### src/rtl/pipe_ctrl_pkg.sv
// Shared types and constants for the pipeline sequencing controller.
// Latency: n/a (declarations only).
// Backpressure: n/a.
package pipe_ctrl_pkg;

  // Controller states; RUN is the reset state and the only non-busy state.
  typedef enum logic [1:0] {
    STATE_RUN     = 2'd0,
    STATE_FLUSH   = 2'd1,
    STATE_MC_WAIT = 2'd2
  } state_e;

  // Bit positions inside stall_o (hold enables).
  localparam int STALL_PC    = 0;
  localparam int STALL_IF_ID = 1;
  localparam int STALL_ID_EX = 2;

  // Bit positions inside flush_o (bubble insert).
  localparam int FLUSH_IF_ID = 0;
  localparam int FLUSH_ID_EX = 1;

  // x0 is hard-wired zero, so writing it never creates a dependency.
  localparam logic [4:0] ZERO_REG = 5'd0;

  // A source operand depends on rd only when it is actually read.
  function automatic logic src_hit(input logic ren, input logic [4:0] rs, input logic [4:0] rd);
    return ren && (rs == rd);
  endfunction

endpackage

### src/rtl/hazard_det.sv
// Load-use hazard detect between the instruction in id and a load in ex.
// Latency: purely combinational, same cycle.
// Backpressure: none; the result only feeds the controller's stall decision.
module hazard_det
  import pipe_ctrl_pkg::*;
(
  input  logic       load,
  input  logic [4:0] rd_addr,
  input  logic [4:0] rs1_addr,
  input  logic [4:0] rs2_addr,
  input  logic       rs1_ren,
  input  logic       rs2_ren,
  output logic       hazard
);

  // A load into x0 never produces data anyone waits for.
  always_comb begin
    hazard = load && (rd_addr != ZERO_REG) &&
             (src_hit(rs1_ren, rs1_addr, rd_addr) || src_hit(rs2_ren, rs2_addr, rd_addr));
  end

endmodule

### src/rtl/pipe_ctrl.sv
// Pipeline sequencing controller: jump redirect/flush, load-use bubbles, multi-cycle freeze with watchdog.
// Latency: all control outputs are combinational (0 cycles); only state/counters/mc_err_o are registered.
// Backpressure: stall_o holds pc/if_id/id_ex; optional perf counters under PIPE_CTRL_PERF_EN.
module pipe_ctrl
  import pipe_ctrl_pkg::*;
#(
  parameter int FLUSH_CYCLES = 1,
  parameter int MC_TIMEOUT   = 64,
  parameter int CNT_W        = 32
) (
  input  logic             clk,
  input  logic             rst,
  input  logic             jump_en_i,
  input  logic [31:0]      jump_addr_i,
  input  logic [4:0]       id_rs1_addr_i,
  input  logic [4:0]       id_rs2_addr_i,
  input  logic             id_rs1_ren_i,
  input  logic             id_rs2_ren_i,
  input  logic [4:0]       ex_rd_addr_i,
  input  logic             ex_load_i,
  input  logic             mc_start_i,
  input  logic             mc_done_i,
  output logic             jump_en_o,
  output logic [31:0]      jump_addr_o,
  output logic [2:0]       stall_o,
  output logic [1:0]       flush_o,
  output logic             busy_o,
  output logic             mc_err_o,
  output logic [CNT_W-1:0] stall_cnt_o,
  output logic [CNT_W-1:0] flush_cnt_o
);

  localparam int FCNT_W = (FLUSH_CYCLES > 1) ? $clog2(FLUSH_CYCLES + 1) : 1;
  localparam int WAIT_W = $clog2(MC_TIMEOUT);
  localparam logic [FCNT_W-1:0] FLUSH_RELOAD = FCNT_W'(FLUSH_CYCLES - 1);
  localparam logic [WAIT_W-1:0] WAIT_LAST    = WAIT_W'(MC_TIMEOUT - 1);

  state_e            state, state_nxt;
  logic [FCNT_W-1:0] flush_cnt, flush_cnt_nxt;
  logic [WAIT_W-1:0] wait_cnt, wait_cnt_nxt;
  logic              mc_err_nxt;
  logic              load_use;

  hazard_det u_hazard_det (
    .load     (ex_load_i),
    .rd_addr  (ex_rd_addr_i),
    .rs1_addr (id_rs1_addr_i),
    .rs2_addr (id_rs2_addr_i),
    .rs1_ren  (id_rs1_ren_i),
    .rs2_ren  (id_rs2_ren_i),
    .hazard   (load_use)
  );

  // State, counters and sticky error; reset aborts any flush or wait.
  always_ff @(posedge clk or negedge rst) begin
    if (!rst) begin
      state     <= STATE_RUN;
      flush_cnt <= '0;
      wait_cnt  <= '0;
      mc_err_o  <= 1'b0;
    end else begin
      state     <= state_nxt;
      flush_cnt <= flush_cnt_nxt;
      wait_cnt  <= wait_cnt_nxt;
      mc_err_o  <= mc_err_nxt;
    end
  end

  // Next-state and control outputs; in RUN a jump beats mc_start beats load-use.
  always_comb begin
    state_nxt     = state;
    flush_cnt_nxt = flush_cnt;
    wait_cnt_nxt  = wait_cnt;
    mc_err_nxt    = mc_err_o;
    jump_en_o     = 1'b0;
    jump_addr_o   = '0;
    stall_o       = '0;
    flush_o       = '0;
    case (state)
      STATE_RUN: begin
        jump_en_o   = jump_en_i;
        jump_addr_o = jump_addr_i;
        if (jump_en_i) begin
          flush_o[FLUSH_IF_ID] = 1'b1;
          flush_o[FLUSH_ID_EX] = 1'b1;
          if (FLUSH_CYCLES > 1) begin
            state_nxt     = STATE_FLUSH;
            flush_cnt_nxt = FLUSH_RELOAD;
          end
        end else if (mc_start_i) begin
          stall_o      = 3'b111;
          state_nxt    = STATE_MC_WAIT;
          wait_cnt_nxt = '0;
        end else if (load_use) begin
          // Hold pc and if_id, let the load advance and put a bubble into id_ex.
          stall_o[STALL_PC]    = 1'b1;
          stall_o[STALL_IF_ID] = 1'b1;
          flush_o[FLUSH_ID_EX] = 1'b1;
        end
      end
      STATE_FLUSH: begin
        jump_en_o   = jump_en_i;
        jump_addr_o = jump_addr_i;
        flush_o     = 2'b11;
        if (jump_en_i) begin
          flush_cnt_nxt = FLUSH_RELOAD;
        end else if (flush_cnt == FCNT_W'(1)) begin
          flush_cnt_nxt = '0;
          state_nxt     = STATE_RUN;
        end else begin
          flush_cnt_nxt = flush_cnt - FCNT_W'(1);
        end
      end
      STATE_MC_WAIT: begin
        // ex is frozen, so any jump/mc_start seen here is stale and ignored.
        stall_o = 3'b111;
        if (mc_done_i) begin
          stall_o   = '0;
          state_nxt = STATE_RUN;
        end else if (wait_cnt == WAIT_LAST) begin
          mc_err_nxt = 1'b1;
          state_nxt  = STATE_RUN;
        end else begin
          wait_cnt_nxt = wait_cnt + WAIT_W'(1);
        end
      end
      default: begin
        state_nxt = STATE_RUN;
      end
    endcase
  end

  assign busy_o = (state != STATE_RUN);

`ifdef PIPE_CTRL_PERF_EN
  logic [CNT_W-1:0] stall_cnt_q, flush_cnt_q;

  // Saturating counts of stalled-pc cycles and cycles with any flush active.
  always_ff @(posedge clk or negedge rst) begin
    if (!rst) begin
      stall_cnt_q <= '0;
      flush_cnt_q <= '0;
    end else begin
      if (stall_o[STALL_PC] && (stall_cnt_q != {CNT_W{1'b1}}))
        stall_cnt_q <= stall_cnt_q + CNT_W'(1);
      if ((flush_o != 2'b00) && (flush_cnt_q != {CNT_W{1'b1}}))
        flush_cnt_q <= flush_cnt_q + CNT_W'(1);
    end
  end

  assign stall_cnt_o = stall_cnt_q;
  assign flush_cnt_o = flush_cnt_q;
`else
  assign stall_cnt_o = '0;
  assign flush_cnt_o = '0;
`endif

endmodule

### config.mk
export PLATFORM = sky130hd
export DESIGN_NAME = pipe_ctrl
export DESIGN_NICKNAME = d
export VERILOG_FILES = /design/src/rtl/pipe_ctrl_pkg.sv /design/src/rtl/hazard_det.sv /design/src/rtl/pipe_ctrl.sv
export SDC_FILE = /design/constraint.sdc
export NUM_CORES = 1
export LEC_CHECK = 0
export CAP_MARGIN = 20
export CORE_MARGIN = 5
export CORE_UTILIZATION = 24
export DETAILED_ROUTE_END_ITERATION = 8
export GPL_TIMING_DRIVEN = 0
export PLACE_DENSITY = 0.78
export SYNTH_ARGS = -nofsm -noshare
export SYNTH_HDL_FRONTEND = slang
export SYNTH_HIERARCHICAL = 1
export SYNTH_SLANG_ARGS = --single-unit
### constraint.sdc
create_clock -name clk -period 1.9 [get_ports clk]
set_input_delay 0.475 -clock clk [delete_from_list [all_inputs] [get_ports clk]]
set_output_delay 0.475 -clock clk [all_outputs]
set_load 0.005 [all_outputs]
# Word-level counts from Yosys, hierarchy flattened
# Cells that the tools add are included.
# totals
register_bits	10
in_bits	55
out_inout_bits	104
wordCells	59
# classes
n_addsub	2
eq_ne	12
muxes	27
n_bitwise	1
n_reduce_logical	13
# ops
operator	count
$mux 32	1
$mux 6	4
$mux 2	8
$ne 2x2->1 const B	6
$pmux 6 s2	1
$eq 5x5->1	2
$reduce_and 5->1	2
$mux 1	8
$add 6x1->6 const B	1
$eq 6x6->1 const B	1
$mux 3	2
$pmux 2 s3	1
$pmux 3 s2	1
$reduce_bool 5->1	1
$logic_and 1x1->1	4
$pmux 2 s2	1
$reduce_bool 2->1	2
$ne 3x3->1 const B	1
$reduce_and 3->1	1
$eq 2x1->1 const B	1
$eq 2x2->1 const B	1
$logic_not 2->1	1
$reduce_or 2->1	1
$logic_or 1x1->1	1
2 further kinds	2

# Longest topological paths before layout
# Gate-level depths: netlist of run 1.
# logic_depth
word_depth	8
ltp_mapped	6
mapped_depth_nobuf	6

# Cells and area by module
# The synthesis of run 1 kept the hierarchy.
# by_module_without_submodules
module	n_inst	cells_each	area_per_inst_um2	seq_area_each_um2
pipe_ctrl	1	148	1156.1	200.2
hazard_det	1	17	133.9	0.0

# Worst setup path before layout of run 1
# No wires, ideal clock.
# synth_path
kind	in2out
startpoint	input ex_rd_addr_i[1]
endpoint	output stall_o[1]
t_arrival_ps	1458
required_time_ps	1425
slack_ps	-33
cell_stages	5
path_buffers	1
path_cell_list	or4_1 -> o21ai_1 -> a21oi_1 -> a21o_1 -> buf_4
# synth_between
elab_chain_len	8
word_cells_on_any_way	12
cone_classes	2 x eq/ne; 4 x mux; 6 x reduce/logical
# synth_rtl
element	line	text
start: declaration	pipe_ctrl.sv:19	input logic [4:0] ex_rd_addr_i,
$eq 5x5->1	pipe_ctrl_pkg.sv:27	return ren && (rs == rd);
$logic_and 1x1->1	pipe_ctrl_pkg.sv:27	
$logic_or 1x1->1	hazard_det.sv:19	(src_hit(rs1_ren, rs1_addr, rd_addr) || src_hit(rs2_ren, rs2_addr, rd_addr));
$logic_and 1x1->1 *	hazard_det.sv:18	hazard = load && (rd_addr != ZERO_REG) &&
net load_use	pipe_ctrl.sv:42	logic load_use;
$mux 2 *	pipe_ctrl.sv:94	end else if (load_use) begin
$mux 2 *	pipe_ctrl.sv:90	end else if (mc_start_i) begin
$mux 3 *	pipe_ctrl.sv:83	if (jump_en_i) begin
$pmux 3 s2 *	pipe_ctrl.sv:79	case (state)
end: declaration	pipe_ctrl.sv:25	output logic [2:0] stall_o,
# Mark *: on every way through the listed nets, which the timed path passes. The rest lies on a longest branch.

# Worst setup path after layout of run 1
# layout_path
startpoint	input id_rs1_addr_i[2]
endpoint	output stall_o[1]
# layout_between
elab_chain_len	8
# layout_rtl
element	line	text
start: declaration	pipe_ctrl.sv:15	input logic [4:0] id_rs1_addr_i,
$eq 5x5->1	pipe_ctrl_pkg.sv:27	
$logic_and 1x1->1	pipe_ctrl_pkg.sv:27	
$logic_or 1x1->1	hazard_det.sv:19	
$logic_and 1x1->1	hazard_det.sv:18	
net load_use	pipe_ctrl.sv:42	
$mux 2	pipe_ctrl.sv:94	
$mux 2	pipe_ctrl.sv:90	
$mux 3	pipe_ctrl.sv:83	
$pmux 3 s2	pipe_ctrl.sv:79	
# The timed path passes the listed nets, and every way through them passes these cells.

==> run_results.csv, run 1 <==
group,metric,value,unit
outcome,status,"finished, violations left",
outcome,failed_checks,"negative setup slack",
worst_setup_path,cp-startpoint,"id_rs1_addr_i[2]",
drt,drt-initial-drc-count,41,
yosys,ys.flop_type,"dfrtp_1",
global_route,antenna_found_initial,0,
power_and_ir_drop,p_leak,1.46,nW
sta,fin_skew,0.00515,ns
sta,max_freq,455,MHz
global_route,grt_pass1_wl,6700,µm
worst_setup_path,path_cells,"clkdlybuf4s50_1, xnor2_1, nand3_1, a21oi_2, a21o_1, buf_6, buf_6",
yosys,synth_edf_count,0,
sta,post-route-min-period,2.20,ns
global_route,overflow,0,
worst_setup_path,cp_max_fo,2,
cells_and_area,num_antenna_cells,0,
global_route,grt_use_total,11.7,%
sta,hold_viol_final,0,
global_route,grt_pass1_vias,1348,
drt,wire_per_inst,10.9,µm
sta,hold_slack,0.468,ns
yosys,seq_area_frac_synth,15.5,%
drt,drc,0,
worst_setup_path,rr_startpoint,"wait_cnt[0]$_DFFE_PN0P_",
floorplanning,die_w,83.3,µm
cells_and_area,nets,387,
cts,hold_buffers,0,
cts,clockBufferDepth,2,
worst_setup_path,cp.arrival,1.72,ns
drt,num_vias,1403,
place,dpl.cell_count,392,
floorplanning,fp.dieArea,0.00694,mm²
power_and_ir_drop,power.switching,310,µW
place,numPortBuffers,94,
yosys,synth_area_leaders,"buf_4, nor2b_1, dfrtp_1, xor2_1, nand3_1",
cts,cts.sinks,8,
yosys,ys_warn_count,6,
place,dpl_worst_slack,-1.12,ns
power_and_ir_drop,power_density,384,mW/mm²
cts,cts-htree-levels,1,
floorplanning,fp-row-count,26,
global_route,grt_max_degree,11,
place,place_congestion,0.776,
cells_and_area,most-common-layout-cells,"buf_4, conb_1, clkdlybuf4s50_1",
worst_setup_path,crit_top_cell,"buf_6",
sta,setup_violations,3,
cts,cts_tree,"built",
power_and_ir_drop,pwr-share-seq,22.3,%
floorplanning,boundaryPins,159,
worst_setup_path,critPathCaptureType,"output port",
yosys,synth.top_cell.area_share,38.4,%
cells_and_area,drive_gt1_share,35.6,%
yosys,synth_area_leader_cell,"buf_4",
sta,drv_slew,0,
job,cap_violations,0,
power_and_ir_drop,p_sw_share,31.1,%
yosys,async_flop_share,100,%
sta,fin_crit_sh,116,%
cts,clock_latency,0.23,ns
cells_and_area,final_cells,399,
worst_setup_path,required,1.42,ns
worst_setup_path,slowest_stage,"clkdlybuf4s50_1",
yosys,synth_area_per_cell,7.82,µm²
place,dpl.hpwl,3800,µm
sta,fin_tns_setup,-0.813,ns
yosys,netlist_area,0.00129,mm²
drt,drt_wl_total,4360,µm
cts,clkTransAtPathRegs,0.04,ns
worst_setup_path,critPathMaxStageDelay,0.47,ns
yosys,synthCells,165,
power_and_ir_drop,p_clk_share,20.2,%
yosys,synth.ff_latch_count,8,
cts,clock-root-buffer,"clkbuf_8",
floorplanning,start_util,24.9,%
power_and_ir_drop,p_comb_share,57.5,%
cells_and_area,final_common_cell,"buf_4",
power_and_ir_drop,p_int,688,µW
power_and_ir_drop,ir_drop,0.000175,V
power_and_ir_drop,total_power,998,µW
drt,ant_nets,0,
cts,cts_made_buffers,3,
worst_setup_path,critPathLaunchType,"input port",
yosys,yosys.cell_types.count,33,
drt,drt-pass1-iter-count,3,
floorplanning,die_h,83.3,µm
floorplanning,core_area,0.00517,mm²
sta,grt_setup_unrepaired,"yes",
sta,timing.final.ws_setup,-0.300,ns
drt,viasPerCell,3.52,
min_path,hold_path_class,"reg2reg",
cells_and_area,syn_to_final_growth,102,%
min_path,min_from,"mc_err_o$_DFFE_PN0P_",
worst_setup_path,crit_type,"in2out",
## cells in the mapped netlist (all sizes together), types with 3 or more instances
master,instances
inv,4
nor2,3
clkbuf,3
nand2,5
xor2,8
nand3,6
dfrtp,8
nor2b,33
buf,67
## power groups by stage
stage | Sequential [mW] | Combinational, mW | Clock (mW)
final | 0.223 | 0.574 | 0.202
after global placement | 0.224 | 0.581 | 0
after CTS | 0.223 | 0.557 | 0.209
after global routing | 0.227 | 0.634 | 0.219
after floorplan | 0.219 | 0.283 | 0
after detailed placement | 0.226 | 0.588 | 0
## logic make-up (layout without fill, tap and decap cells)
| group | count (synthesis) | count (layout) | share of synthesized area (%) |
|---|---|---|---|
| simple gates | 58 | 58 | 27.3 |
| mux | 1 | 1 | 0.873 |
| flops | 8 | 8 | 15.5 |
| other cells | 1 | 64 | 0.291 |
| xor+xnor | 10 | 10 | 6.79 |
| buf+inv | 74 | 175 | 40.8 |
| fa+ha+maj | 1 | 1 | 0.970 |
| compound gates | 12 | 12 | 7.47 |
## sequential cells by signal, summed over array words and instances (netlist names)
register  cells
state         1
wait_cnt      6
mc_err_o      1
## critical path: cells and delay by family
family / cells / cell delay, ns
compound gates: 2 / 0.35
xor+xnor: 1 / 0.12
buf+inv: 3 / 0.65
simple gates: 1 / 0.12
## per-layer routing
layer | vias to the layer above | share of wire, % | global-route usage, %
met5 | - | 0 | 0
met4 | 0 | 0.80 | 2.67
met3 | 4 | 7.5 | 3.86
met2 | 59 | 61 | 23.4
met1 | 611 | 31 | 11.5
li1 | 729 | - | -
## path summary, 6_finish.rpt
kind | to | slack (ns) | depth (start not counted)
max in group asynchronous | state[1]$_DFFE_PN0P_ | 1.09 | 1
worst max register to register | wait_cnt[5]$_DFFE_PN0P_ | 0.34 | 5
worst min register to register | mc_err_o$_DFFE_PN0P_ | 0.47 | 2
min in group asynchronous | wait_cnt[5]$_DFFE_PN0P_ | 0.52 | 1
worst max-delay path | stall_o[1] | -0.30 | 7
worst min-delay path | mc_err_o$_DFFE_PN0P_ | 0.47 | 2
## through the flow
stage	utilization [%]	area (µm²)
2_1_floorplan	-	1530
3_3_place_gp	49.4	2550
3_5_place_dp	49.4	2550
4_1_cts	50.1	2590
5_1_grt	50.3	2600
6_report	50.3	2600
## cell type report
type	count	area, µm²
buffer	70	537
clock buffer	3	41.3
fill	528	2570
inverter	4	15.0
multi-input combinational	146	856
sequential	8	201
tap	70	87.6
timing repair buffer	98	862
## repair_timing
action,CTS,global route
gates resized for setup,116,35
pin swaps,14,9
buffers inserted,2,1
endpoints found under the setup margin,38,5
cloned,1,0
(Power assumes the default switching activity.)
==> run 2, diff against run 1 <==
--- a/config.mk
+++ b/config.mk
@@ -11,6 +11,7 @@
 export DETAILED_ROUTE_END_ITERATION = 8
 export GPL_TIMING_DRIVEN = 0
 export PLACE_DENSITY = 0.78
+export RECOVER_POWER = 50
 export SYNTH_ARGS = -nofsm -noshare
 export SYNTH_HDL_FRONTEND = slang
 export SYNTH_HIERARCHICAL = 1
==> run 2 against run 1 <==
  * The run still ends with negative setup slack left
  * Non-clock buffer count is the same
  * Global-route usage is the same
  * Via count grew 0.21%
  * Largest cell class unchanged
  * Largest power group unchanged
==> run_results.csv, run 2 (same netlist as run 1, synthesis figures left out) <==
group,metric,value,unit
outcome,status,"finished, violations left",
outcome,failed_checks,"negative setup slack",
sta,fin_tns_setup,-0.873,ns
power_and_ir_drop,p_comb_share,56.8,%
cells_and_area,final_common_cell,"buf_4",
floorplanning,fp-row-count,26,
power_and_ir_drop,p_clk_share,20.5,%
power_and_ir_drop,total_power,979,µW
power_and_ir_drop,p_sw_share,31.4,%
drt,ant_nets,0,
sta,fin_crit_sh,116,%
worst_setup_path,path_cells,"clkdlybuf4s50_1, xnor2_1, nand3_1, a21oi_2, a21o_1, buf_6, buf_6",
min_path,holdPathEnd,"mc_err_o$_DFFE_PN0P_",
worst_setup_path,crit_top_cell,"buf_6",
drt,viasPerCell,3.52,
floorplanning,start_util,24.9,%
worst_setup_path,critPathLaunchType,"input port",
floorplanning,core_area,0.00517,mm²
cts,cts.sinks,8,
worst_setup_path,cp_max_fo,2,
cells_and_area,drive_gt1_share,34.3,%
job,cap_violations,0,
drt,wire_per_inst,10.9,µm
global_route,overflow,0,
worst_setup_path,r2r_cells,5,
power_and_ir_drop,p_int,672,µW
global_route,grt_use_total,11.7,%
min_path,min_from,"mc_err_o$_DFFE_PN0P_",
power_and_ir_drop,power.switching,307,µW
global_route,grt_max_degree,11,
place,dpl.cell_count,392,
cells_and_area,postLayoutCoreUtil,49.5,%
min_path,whs_path_depth,2,
sta,timing.final.ws_setup,-0.299,ns
cts,clockBufferDepth,2,
drt,drt_wl_total,4340,µm
floorplanning,fp.dieArea,0.00694,mm²
place,place_congestion,0.776,
drt,drc,0,
worst_setup_path,rr_startpoint,"wait_cnt[0]$_DFFE_PN0P_",
cts,cts_made_buffers,3,
cells_and_area,final_cells,399,
worst_setup_path,crit_type,"in2out",
min_path,hold_path_class,"reg2reg",
cells_and_area,design_area,0.00256,mm²
sta,drv_slew,0,
floorplanning,die_h,83.3,µm
place,numPortBuffers,94,
cells_and_area,syn_to_final_growth,98.6,%
power_and_ir_drop,power_density,382,mW/mm²
worst_setup_path,cp-startpoint,"id_rs1_addr_i[2]",
floorplanning,die_w,83.3,µm
global_route,grt_pass1_vias,1348,
sta,post-route-min-period,2.20,ns
worst_setup_path,slowest_stage,"clkdlybuf4s50_1",
drt,drt-pass1-iter-count,3,
power_and_ir_drop,p_leak,1.44,nW
worst_setup_path,path_delay_family,"buffers and inverters",
floorplanning,boundaryPins,159,
global_route,grt_pass1_wl,6700,µm
worst_setup_path,critPathMaxStageDelay,0.47,ns
worst_setup_path,timing.rr.end,"wait_cnt[2]$_DFFE_PN0P_",
cells_and_area,reg_top3,"wait_cnt (6), mc_err_o (1), state (1)",
power_and_ir_drop,ir_drop,0.000172,V
sta,grt_setup_unrepaired,"yes",
cts,cts-htree-levels,1,
sta,hold_viol_final,0,
worst_setup_path,critPathCaptureType,"output port",
cts,clock-root-buffer,"clkbuf_8",
sta,max_freq,455,MHz
cts,cts_tree,"built",
place,placed_area,0.00255,mm²
sta,setup_violations,4,
cts,clkTransAtPathRegs,0.04,ns
place,dpl_worst_slack,-1.12,ns
worst_setup_path,cp.arrival,1.72,ns
cells_and_area,nets,387,
power_and_ir_drop,pwr-share-seq,22.8,%
cells_and_area,num_antenna_cells,0,
sta,hold_slack,0.463,ns
place,dpl.hpwl,3800,µm
worst_setup_path,crit_buf_inv,3,
global_route,antenna_found_initial,0,
drt,num_vias,1406,
worst_setup_path,required,1.42,ns
cts,clock_latency,0.23,ns
sta,fin_skew,0.00435,ns
cells_and_area,top_register,"wait_cnt",
worst_setup_path,r2r_slack,0.17,ns
drt,drt-initial-drc-count,30,
cells_and_area,largest_reg_flops,6,
cells_and_area,most-common-layout-cells,"buf_4, conb_1, clkdlybuf4s50_1",
-- run 2: cell types whose count changed in the layout (fill, tap and decap cells not counted), sizes merged --
cell | before | now
buf | 83 | 81
clkbuf | 18 | 20
clkdlybuf4s50 | 40 | 36
dlygate4sd3 | 0 | 4
-- run 2: how the worst max path moves through the flow --
stage / to / slack, ns / depth (start not counted)
global route: stall_o[1] / -0.35 / 7
CTS: stall_o[1] / -0.31 / 7
detailed placement: stall_o[1] / -1.12 / 8
floorplan: stall_o[1] / -0.03 / 5
global placement: stall_o[1] / -1.10 / 8
finish: stall_o[1] / -0.30 / 7
-- run 2: cell type report --
class	instances	area [µm²]
timing repair buffer	98	851
inverter	4	15.0
sequential	8	201
tap	70	87.6
multi-input combinational	146	845
fill	531	2610
clock buffer	3	41.3
buffer	70	522
-- run 2: power groups by stage --
stage          Clock (mW)  Sequential (mW)  Combinational (mW)
6_report            0.201            0.223               0.556
5_1_grt             0.219            0.226               0.617
4_1_cts             0.209            0.223               0.557
3_5_place_dp            0            0.226               0.588
3_3_place_gp            0            0.224               0.581
2_1_floorplan           0            0.219               0.283
-- run 2: worst reg2reg max path, stage by stage (launching register included) --
cell and delay (ns):
dfrtp_1 0.39, ha_1 0.22, nand2_1 0.09, o21bai_1 0.41, and2_0 0.37, a22o_1 0.19
-- run 2: what timing repair did --
action / CTS / global route
pin swaps: 14 / 9
gates cloned: 1 / 0
hold buffers: 0 / 0
buffers inserted: 2 / 1
gates resized for setup: 116 / 35
endpoints found under the setup margin: 38 / 5
-- run 2: metal layers --
metal	up-vias	routed length (µm)	track usage [%]
met5	-	0	0
met4	0	35	2.67
met3	4	327	3.86
met2	59	2660	23.4
met1	616	1320	11.5
li1	727	-	-
